## config.mk

```make
export PLATFORM = sky130hd
export DESIGN_NAME = seq_detector_param
export DESIGN_NICKNAME = d
export VERILOG_FILES = /design/src/rtl/seq_det_pkg.sv /design/src/rtl/sat_counter.sv /design/src/rtl/seq_detector_param.sv
export SDC_FILE = /design/constraint.sdc
export NUM_CORES = 1
export LEC_CHECK = 0
export ABC_CLOCK_PERIOD_IN_PS = 2500
export BUFFER_PORTS_ARGS = -buffer_cell sky130_fd_sc_hd__buf_2
export CORE_MARGIN = 10
export CORE_UTILIZATION = 51
export CTS_CLUSTER_SIZE = 10
export DETAILED_ROUTE_END_ITERATION = 8
export HOLD_SLACK_MARGIN = 0.02
export PLACE_DENSITY = 0.88
export SYNTH_ARGS = -nofsm -noshare
export SYNTH_HDL_FRONTEND = slang
export SYNTH_SLANG_ARGS = --single-unit
```

## constraint.sdc

```tcl
create_clock -name clk_2 -period 2.5 [get_ports clk_2]
set_input_delay 0.375 -clock clk_2 [delete_from_list [all_inputs] [get_ports clk_2]]
set_output_delay 0.375 -clock clk_2 [all_outputs]
set_load 0.005 [all_outputs]
```

## src/rtl/seq_det_pkg.sv

```systemverilog
// Shared types and helpers for the parametrised serial pattern detector.
package seq_det_pkg;

  // Detector FSM states; encoding is visible on the debug LEDs.
  typedef enum logic [1:0] {
    S_EMPTY = 2'd0,
    S_FILL  = 2'd1,
    S_ARMED = 2'd2,
    S_HIT   = 2'd3
  } det_state_t;

  localparam int unsigned DEF_PAT_LEN = 4;
  localparam int unsigned DEF_CNT_W   = 8;

  // Width needed to hold a fill level of 0..pat_len.
  function automatic int unsigned fill_width(input int unsigned pat_len);
    return $clog2(pat_len + 1);
  endfunction

endpackage

```

## src/rtl/sat_counter.sv

```systemverilog
// Saturating up-counter: increments on inc, sticks at all-ones.
module sat_counter #(
  parameter int unsigned W = 8
) (
  input  logic         clk_2,
  input  logic         reset,
  input  logic         inc,
  output logic [W-1:0] q
);

  logic [W-1:0] r_q;
  logic         w_at_max;

  assign w_at_max = (r_q == {W{1'b1}});
  assign q        = r_q;

  // Count register with synchronous clear and saturation.
  always_ff @(posedge clk_2) begin
    if (reset) begin
      r_q <= '0;
    end else if (inc && !w_at_max) begin
      r_q <= r_q + W'(1);
    end
  end

endmodule

```

## src/rtl/seq_detector_param.sv

```systemverilog
// Serial pattern detector: compares the last PAT_LEN accepted bits against a
// loadable pattern, pulses match for one cycle and keeps a saturating count.
module seq_detector_param
  import seq_det_pkg::*;
#(
  parameter int unsigned PAT_LEN = DEF_PAT_LEN,
  parameter int unsigned CNT_W   = DEF_CNT_W
) (
  input  logic                               clk_2,
  input  logic                               reset,
  input  logic                               in_valid,
  input  logic                               in_bit,
  input  logic                               pat_load,
  input  logic [PAT_LEN-1:0]                 pat_in,
  input  logic                               overlap,
  output logic                               match,
  output logic [CNT_W-1:0]                   match_count,
  output logic [fill_width(PAT_LEN)-1:0]     fill,
  output logic [1:0]                         state_o
);

  localparam int unsigned FW = fill_width(PAT_LEN);

  logic [PAT_LEN-1:0] r_history;
  logic [PAT_LEN-1:0] r_pattern;
  logic [FW-1:0]      r_fill;
  det_state_t         r_state;
  logic               r_match;

  logic [PAT_LEN-1:0] w_history_nxt;
  logic [PAT_LEN-1:0] w_pattern_nxt;
  logic [FW-1:0]      w_fill_nxt;
  det_state_t         w_state_nxt;
  logic               w_match_nxt;

  logic [PAT_LEN-1:0] w_nh;
  logic [FW-1:0]      w_nf;
  logic               w_accept;
  logic               w_hit;

  // Candidate history/fill if the current bit were accepted.
  assign w_nh     = {r_history[PAT_LEN-2:0], in_bit};
  assign w_nf     = (r_fill == FW'(PAT_LEN)) ? r_fill : r_fill + FW'(1);
  assign w_accept = in_valid && !pat_load;
  assign w_hit    = w_accept && (w_nf == FW'(PAT_LEN)) && (w_nh == r_pattern);

  // State registers; the pattern resets to all-ones for legacy behaviour.
  always_ff @(posedge clk_2) begin
    if (reset) begin
      r_history <= '0;
      r_pattern <= {PAT_LEN{1'b1}};
      r_fill    <= '0;
      r_state   <= S_EMPTY;
      r_match   <= 1'b0;
    end else begin
      r_history <= w_history_nxt;
      r_pattern <= w_pattern_nxt;
      r_fill    <= w_fill_nxt;
      r_state   <= w_state_nxt;
      r_match   <= w_match_nxt;
    end
  end

  // Next-state logic: pat_load beats in_valid; idle cycles hold everything.
  always_comb begin
    w_history_nxt = r_history;
    w_pattern_nxt = r_pattern;
    w_fill_nxt    = r_fill;
    w_state_nxt   = r_state;
    w_match_nxt   = 1'b0;

    if (pat_load) begin
      w_pattern_nxt = pat_in;
      w_history_nxt = '0;
      w_fill_nxt    = '0;
      w_state_nxt   = S_EMPTY;
    end else if (in_valid) begin
      if (w_hit) begin
        w_match_nxt = 1'b1;
        w_state_nxt = S_HIT;
        if (overlap) begin
          w_history_nxt = w_nh;
          w_fill_nxt    = FW'(PAT_LEN);
        end else begin
          w_history_nxt = '0;
          w_fill_nxt    = '0;
        end
      end else begin
        w_history_nxt = w_nh;
        w_fill_nxt    = w_nf;
        w_state_nxt   = (w_nf == FW'(PAT_LEN)) ? S_ARMED : S_FILL;
      end
    end
  end

  // Match counter bumps on the same edge that registers the match pulse.
  sat_counter #(
    .W (CNT_W)
  ) u_match_cnt (
    .clk_2 (clk_2),
    .reset (reset),
    .inc   (w_hit),
    .q     (match_count)
  );

  assign match   = r_match;
  assign fill    = r_fill;
  assign state_o = r_state;

endmodule

```

**Word-level counts from Yosys, hierarchy flattened**

Index checks and enable logic that the tools add are counted.

- Output and inout port bits: 14
- Flip-flop bits (word level): 21
- Logic and storage cells: 29

- $add $sub $neg: 2
- Reduce and logical (&&, ||, !) cells: 8
- Multiplexer cells: 8
- Eq/ne operators: 4
- Bitwise operators: 1

Operator list:

| operator | number |
|---|---|
| $mux W3 | 5 |
| $add A8 B1 Y8 const B | 1 |
| $eq A8 B8 Y1 const B | 1 |
| $eq A3 B3 Y1 const B | 2 |
| $eq A4 B4 Y1 | 1 |
| $logic_and A1 B1 Y1 | 4 |
| $mux W2 | 2 |
| $add A3 B1 Y3 const B | 1 |
| $reduce_or A3 Y1 | 1 |
| $logic_not A1 Y1 | 2 |
| $reduce_or A2 Y1 | 1 |
| $mux W1 | 1 |
| $not A1 Y1 | 1 |

**Logic depth before layout (Yosys ltp)**

Gate-level depths: netlist (run 1).

- Depth in word-level cells: 6
- Depth in mapped cells: 8
- Mapped depth without buffers: 7

**Modules after synthesis**

From an unflattened synthesis (run 1), not the netlist that was laid out.

- Cells, all modules: 115
- Area, all modules: 1081.0 um2

Modules (own cells, without submodules):

| module | area an instance (um2) | cells an instance | instances | seq. area each (um2) |
|---|---|---|---|---|
| seq_detector_param | 634.4 | 71 | 1 | 260.2 |
| sat_counter | 446.7 | 44 | 1 | 160.2 |

**Worst setup path after synthesis (run 1)**

OpenSTA, ideal clock, no wires.

- Path type: register -> register
- From: reg r_fill[0], in the netlist fill[0]
- To: reg u_match_cnt.r_q[5], in the netlist u_match_cnt.q[5]
- Clock period less this slack: 2.288 ns
- Path buffers: 1
- Setup time: 0.115 ns
- Cell stages (with the launch flop): 9
- Slack: 0.212 ns
- Arrival time: 2.173 ns
- Path through: dfxtp_1 > inv_1 > ha_1 > or3b_1 > a311oi_2 > nand4b_1 > buf_2 > o31a_1 > o21ba_2

- Word-level cells in the longest chain between the ends: 6
- Elaborated cells on any way between the ends: 7
- Classes of those cells: add/sub: 1; eq/ne: 2; mux: 1; reduce/logical: 3

RTL lines:

| item | RTL line | RTL |
|---|---|---|
| start, declared | seq_detector_param.sv:26 | `logic [FW-1:0] r_fill;` |
| start signal, assigned | seq_detector_param.sv:58 | `r_fill <= w_fill_nxt;` |
| $add A3 B1 Y3 or $eq A3 B3 Y1 (tied branches) | seq_detector_param.sv:43 | `assign w_nf = (r_fill == FW'(PAT_LEN)) ? r_fill : r_fill + FW'(1);` |
| $mux W3 * | seq_detector_param.sv:43 |  |
| $eq A3 B3 Y1 * | seq_detector_param.sv:45 | `assign w_hit = w_accept && (w_nf == FW'(PAT_LEN)) && (w_nh == r_pattern);` |
| $logic_and A1 B1 Y1 * (2 in a row) | seq_detector_param.sv:45 |  |
| $logic_and A1 B1 Y1 * | sat_counter.sv:21 | `end else if (inc && !w_at_max) begin` |
| end signal, assigned | sat_counter.sv:22 | `r_q <= r_q + W'(1);` |
| end, declared | sat_counter.sv:11 | `logic [W-1:0] r_q;` |

Mark *: on every way between the ends. The rest lies on a longest branch, timed or not.
A chain may end at the register's enable or synchronous reset.

**Final worst setup path (run 1)**

- From: reg r_fill[0], in the netlist fill[0]
- To: reg u_match_cnt.r_q[4], in the netlist u_match_cnt.q[4]

The elaborated chain is that of the path after synthesis.

==> flow_summary.json, run 1 <==
{
  "status": "finished, final reports clean",
  "clk_pin_slew_ns": 0.12,
  "core_area_mm2": 0.00178,
  "rsz0062_at_grt": "no",
  "routabilityCongestion": 0.822,
  "async_flop_share_pct": 0,
  "final.setup.tns_ns": 0,
  "path_max_fanout": 11,
  "design_area_mm2": 0.00117,
  "fillers": 147,
  "post_cts_buffers": 0,
  "avgSynthCellArea_um2": 9.13,
  "end_kind": "flip-flop",
  "ioPinCount": 24,
  "cp_data_arrival_time_ns": 2.63,
  "synth_edf_count": 0,
  "htreeDepth": 1,
  "seqCellArea_um2": 422,
  "ctsRootBufferMaster": "clkbuf_4",
  "r2r_start": "fill[0]$_SDFFE_PP0P_",
  "required_ns": 2.75,
  "yosysTopAreaCellShare_pct": 42.3,
  "routed_wl_mm": 2.18,
  "synth_cells": 109,
  "grt_pass1_vias": 911,
  "grt_max_degree": 16,
  "drcViolationCount": 0,
  "cts_made_buffers": 3,
  "diodes": 0,
  "syn-num-nets": 122,
  "cellLeakagePower_nw": 0.489,
  "power_density_mw_per_mm2": 481,
  "grt.overflow.total": 0,
  "max-vdd-ir-drop_mv": 0.333,
  "p_total_mw": 0.561,
  "drive_gt1_share_pct": 23.5,
  "port_buffers": 23,
  "synth.most_common_cell": "dfxtp_1",
  "track_usage_pct": 10.9,
  "hold_class": "in -> reg",
  "synth_warnings": 0,
  "ys_ff_latch": 21,
  "grt_antenna_before_repair": 0,
  "ff2ff_setup_slack_ns": 0.12,
  "clock_path_buffers": 2,
  "synth_commonest_cells": "dfxtp_1, nor2_1, a21oi_1",
  "viasPerCell": 5.64,
  "critPathCapture": "u_match_cnt.q[4]$_SDFFE_PP0P_",
  "start_util_pct": 55.8,
  "fp.dieW_um": 64.2,
  "finalCritPeriodShare_pct": 95.1,
  "die-height_um": 64.2,
  "rr_worst_depth": 8,
  "grt_pass1_wl_mm": 3.77,
  "vias": 885,
  "multiInputGateArea_um2": 551,
  "hold_viol": 0,
  "ys_types": 35,
  "layout.nets": 146,
  "maxCapViolCount": 0,
  "finClkSkew_ns": 0.00348,
  "clk_latency_ns": 0.31,
  "syn2layout_area_growth_pct": 17.4,
  "min_from": "pat_in[3]",
  "fmax_mhz": 420,
  "relSlewSlack_pct": 75.3,
  "fin_crit_ns": 2.38,
  "worstMarginPinSlew_ns": 0.370,
  "die_area_mm2": 0.00412,
  "cp-startpoint": "fill[0]$_SDFFE_PP0P_",
  "worst-setup-path-type": "reg -> reg",
  "ant_nets": 0,
  "synth_area_leaders": "dfxtp_1, xor2_1, ha_1",
  "placedInstanceArea_mm2": 0.00113,
  "ys_seq_area_share_pct": 42.3,
  "cts_tree": "yes",
  "dp_hpwl_mm": 1.65,
  "start_kind": "flip-flop",
  "report.final.setup_viol": 0,
  "syn_area_um2": 995,
  "clock_sinks": 21,
  "r2r-end": "u_match_cnt.q[4]$_SDFFE_PP0P_",
  "synth_area_leader_cell": "dfxtp_1",
  "rows": 15,
  "synth_flop_cell": "dfxtp_1",
  "drtPass1Iterations": 4,
  "wl_per_cell_um": 13.9,
  "drv_slew": 0,
  "drtIter0Drc": 9
}
## cells in the final DEF (no fill, tap or decap), types with 3 or more instances in the layout
cell	Yosys	routed
buf_2	1	23
dfxtp_1	21	20
nor2_1	8	8
a21oi_1	6	6
nor2b_1	5	5
nand2_1	5	5
xor2_1	5	5
inv_1	4	4
a211o_1	4	4
nor3b_1	4	4
or3_1	4	4
nand3_1	4	4
o21ai_0	4	4
mux2i_1	3	3
nor3_1	3	3
a41o_1	3	3
ha_1	3	3
clkbuf_4	0	3
## per-stage QoR
stage                     cells  utilization, %  hold slack, ns  setup WS [ns]
after floorplan             109               -           0.474          0.212
after global placement      153            63.3           0.488          0.198
after detailed placement    153            63.3           0.487         0.0953
after CTS                   157            64.8           0.255         0.0540
after global routing        157            65.5           0.261         0.0236
final                       157            65.5           0.262          0.121
## metal layers
layer	track usage, %	wire length [um]
met5	0	0
met1	10.7	957
met4	5.61	35
met3	3.48	100
met2	20.1	1090
## cell type report
cell class	instances	share of cell area [%]
timing repair buffer	24	10.5
sequential	21	36.1
multi-input combinational	79	47.2
tap	25	2.68
clock buffer	4	2.25
inverter	4	1.29
## worst max-delay path, cell delays in order, from the launching register on
cell,delay [ns]
dfxtp_2,0.38
inv_1,0.07
ha_1,0.24
or3b_1,0.44
a311oi_4,0.34
nand4b_1,0.15
buf_4,0.20
or3_1,0.35
a21oi_1,0.14
## power by group
part / leakage, nW / internal [mW] / total, mW / switching (mW)
clock network: 0.0150 / 0.0623 / 0.167 / 0.104
registers: 0.171 / 0.342 / 0.347 / 0.00509
logic: 0.303 / 0.0214 / 0.0475 / 0.0261
## sequential cells by signal (all words and copies together), names as in the netlist
register	count
u_match_cnt.q	8
r_pattern	4
fill	3
state_o	2
r_history	3
match	1
## timing repair
action / 4_1_cts / 5_1_grt
endpoints found under the setup margin: 0 / 4
hold buffers: 0 / 0
gates resized for setup: 0 / 2
## cells by family after synthesis
kind of cell,after synthesis,synth area share (%)
mux,3,3.02
fa+ha+maj,3,3.77
flops,21,42.3
simple gates,42,23.4
buf+inv,9,3.52
compound gates,25,18.7
xor+xnor,6,5.28
## how the worst min path moves through the flow
stage	to	slack, ns	depth (start not counted)
final	r_pattern[3]$_SDFFE_PP1P_	0.26	2
after global routing	r_pattern[2]$_SDFFE_PP1P_	0.26	2
after CTS	r_pattern[1]$_SDFFE_PP1P_	0.25	2
after detailed placement	state_o[1]$_SDFFE_PP0P_	0.49	2
after global placement	state_o[1]$_SDFFE_PP0P_	0.49	2
after floorplan	r_pattern[1]$_SDFFE_PP1P_	0.47	1
Note: power is estimated with default switching activity, not from simulation.
==> run 2: changes to the inputs <==
Settings changed: CORE_MARGIN 10 to 1.5.
==> flow_summary.json, run 2 (synthesized netlist as in run 1, its figures left out) <==
{
  "routabilityCongestion": 0.852,
  "worstMarginPinSlew_ns": 0.356,
  "grt_pass1_vias": 747,
  "drtIter0Drc": 17,
  "clk_pin_slew_ns": 0.11,
  "clock_path_buffers": 2,
  "max_stage_delay_ns": 0.42,
  "critPathTopFamily": "simple AND/OR/NAND/NOR gates",
  "syn2layout_area_growth_pct": 19.9,
  "core_area_mm2": 0.00178,
  "clk_latency_ns": 0.31,
  "hold_class": "in -> reg",
  "cts_tree": "yes",
  "dp_hpwl_mm": 1.40,
  "r2r_start": "fill[0]$_SDFFE_PP0P_",
  "cellLeakagePower_nw": 0.505,
  "cp_slowest_cell": "or3b_4",
  "largest_reg_flops": 8,
  "max-vdd-ir-drop_mv": 0.356,
  "drtPass1Iterations": 4,
  "wl_per_cell_um": 12.0,
  "worstPathCellList": "inv_1 -> ha_1 -> or3b_4 -> a311oi_4 -> nand4b_1 -> buf_4 -> or3_1 -> a21oi_2",
  "cp_data_arrival_time_ns": 2.61,
  "drive_gt1_share_pct": 26.9,
  "layout_common_cells": "buf_2, dfxtp_1, nor2_1",
  "cp-startpoint": "fill[0]$_SDFFE_PP0P_",
  "holdPathStages": 2,
  "finalCritPeriodShare_pct": 94.2,
  "die_area_mm2": 0.00222,
  "drv_slew": 0,
  "min_from": "pat_in[3]",
  "end_kind": "flip-flop",
  "cts_made_buffers": 3,
  "path_max_fanout": 11,
  "fmax_mhz": 425,
  "ioPinCount": 24,
  "diodes": 0,
  "die-height_um": 47.2,
  "relSlewSlack_pct": 76.1,
  "status": "finished, final reports clean",
  "cp.buffers_inverters": 2,
  "worst-setup-path-type": "reg -> reg",
  "fillers": 155,
  "grt_antenna_before_repair": 0,
  "grt.overflow.total": 0,
  "start_util_pct": 55.8,
  "cts_hold_buf": 0,
  "drcViolationCount": 0,
  "track_usage_pct": 18.8,
  "grt_max_degree": 16,
  "required_ns": 2.75,
  "r2r-end": "u_match_cnt.q[4]$_SDFFE_PP0P_",
  "report.final.setup_viol": 0,
  "hold_viol": 0,
  "ff2ff_setup_slack_ns": 0.15,
  "htreeDepth": 1,
  "ctsRootBufferMaster": "clkbuf_4",
  "ant_nets": 0,
  "fp.dieW_um": 47.2,
  "maxCapViolCount": 0,
  "fin_util_pct": 66.9,
  "rr_worst_depth": 8,
  "fin_crit_ns": 2.35,
  "clock_sinks": 21,
  "start_kind": "flip-flop",
  "rows": 15,
  "layout.nets": 148,
  "routed_wl_mm": 1.91,
  "power_density_mw_per_mm2": 468,
  "finClkSkew_ns": 0.00310,
  "p_total_mw": 0.558,
  "hold_end": "r_pattern[3]$_SDFFE_PP1P_",
  "port_buffers": 23,
  "grt_pass1_wl_mm": 2.93,
  "vias": 869,
  "layout_commonest_cell": "buf_2",
  "viasPerCell": 5.47
}
## run 2: cell types whose count changed in the layout (fill, tap and decap cells not counted), sizes merged
| cell | change |
|---|---|
| buf | +2 |
| clkinv | +1 |
| clkbuf | -1 |
## run 2: layout make-up
type | instances | area, um2 | share of cell area [%]
inverters | 4 | 15.0 | 1.26
flip-flops and latches | 21 | 424 | 35.6
clock buffers | 3 | 22.5 | 1.89
multi-input cells | 79 | 557 | 46.7
repair buffers | 26 | 138 | 11.5
clock inverters | 1 | 5.00 | 0.420
well taps | 25 | 31.3 | 2.62
## run 2: power by group
group	total (mW)	switching (mW)	leakage, nW	internal [mW]
Clock	0.163	0.103	0.0177	0.0598
Combinational	0.0481	0.0263	0.316	0.0218
Sequential	0.346	0.00497	0.171	0.341
Total	0.558	0.135	0.505	0.423
## run 2: worst max-delay path by stage
stage                                    endpoint  slack [ns]  cells after the start
finish              u_match_cnt.q[4]$_SDFFE_PP0P_        0.15                      8
CTS                 u_match_cnt.q[4]$_SDFFE_PP0P_        0.07                      8
floorplan           u_match_cnt.q[5]$_SDFFE_PP0P_        0.21                      8
detailed placement  u_match_cnt.q[5]$_SDFFE_PP0P_        0.09                      8
global route        u_match_cnt.q[4]$_SDFFE_PP0P_      -0.006                      8
global placement    u_match_cnt.q[5]$_SDFFE_PP0P_        0.20                      8
## run 2: stage by stage
step,hold WS (ns),std cells,cell area (um2),setup slack (ns),setup TNS (ns)
2_1_floorplan,0.474,109,995,0.212,0
3_3_place_gp,0.488,153,1130,0.198,0
3_5_place_dp,0.499,153,1130,0.0920,0
4_1_cts,0.260,157,1160,0.0709,0
5_1_grt,0.256,159,1190,-0.00640,-0.00640
6_report,0.261,159,1190,0.146,0
## run 2: layer usage
layer | wire length [um] | GRT usage (%) | vias to the layer above | share of wire, %
li1 | - | - | 448 | -
met1 | 893 | 22.4 | 397 | 47
met2 | 915 | 30.1 | 20 | 48
met3 | 81 | 6.15 | 4 | 4.2
met4 | 17 | 9.44 | 0 | 0.89
met5 | 0 | 0 | - | 0
## run 2: repair_timing
action / CTS / global route
buffers inserted: 0 / 2
endpoints found under the setup margin: 0 / 5
resized for setup: 0 / 5
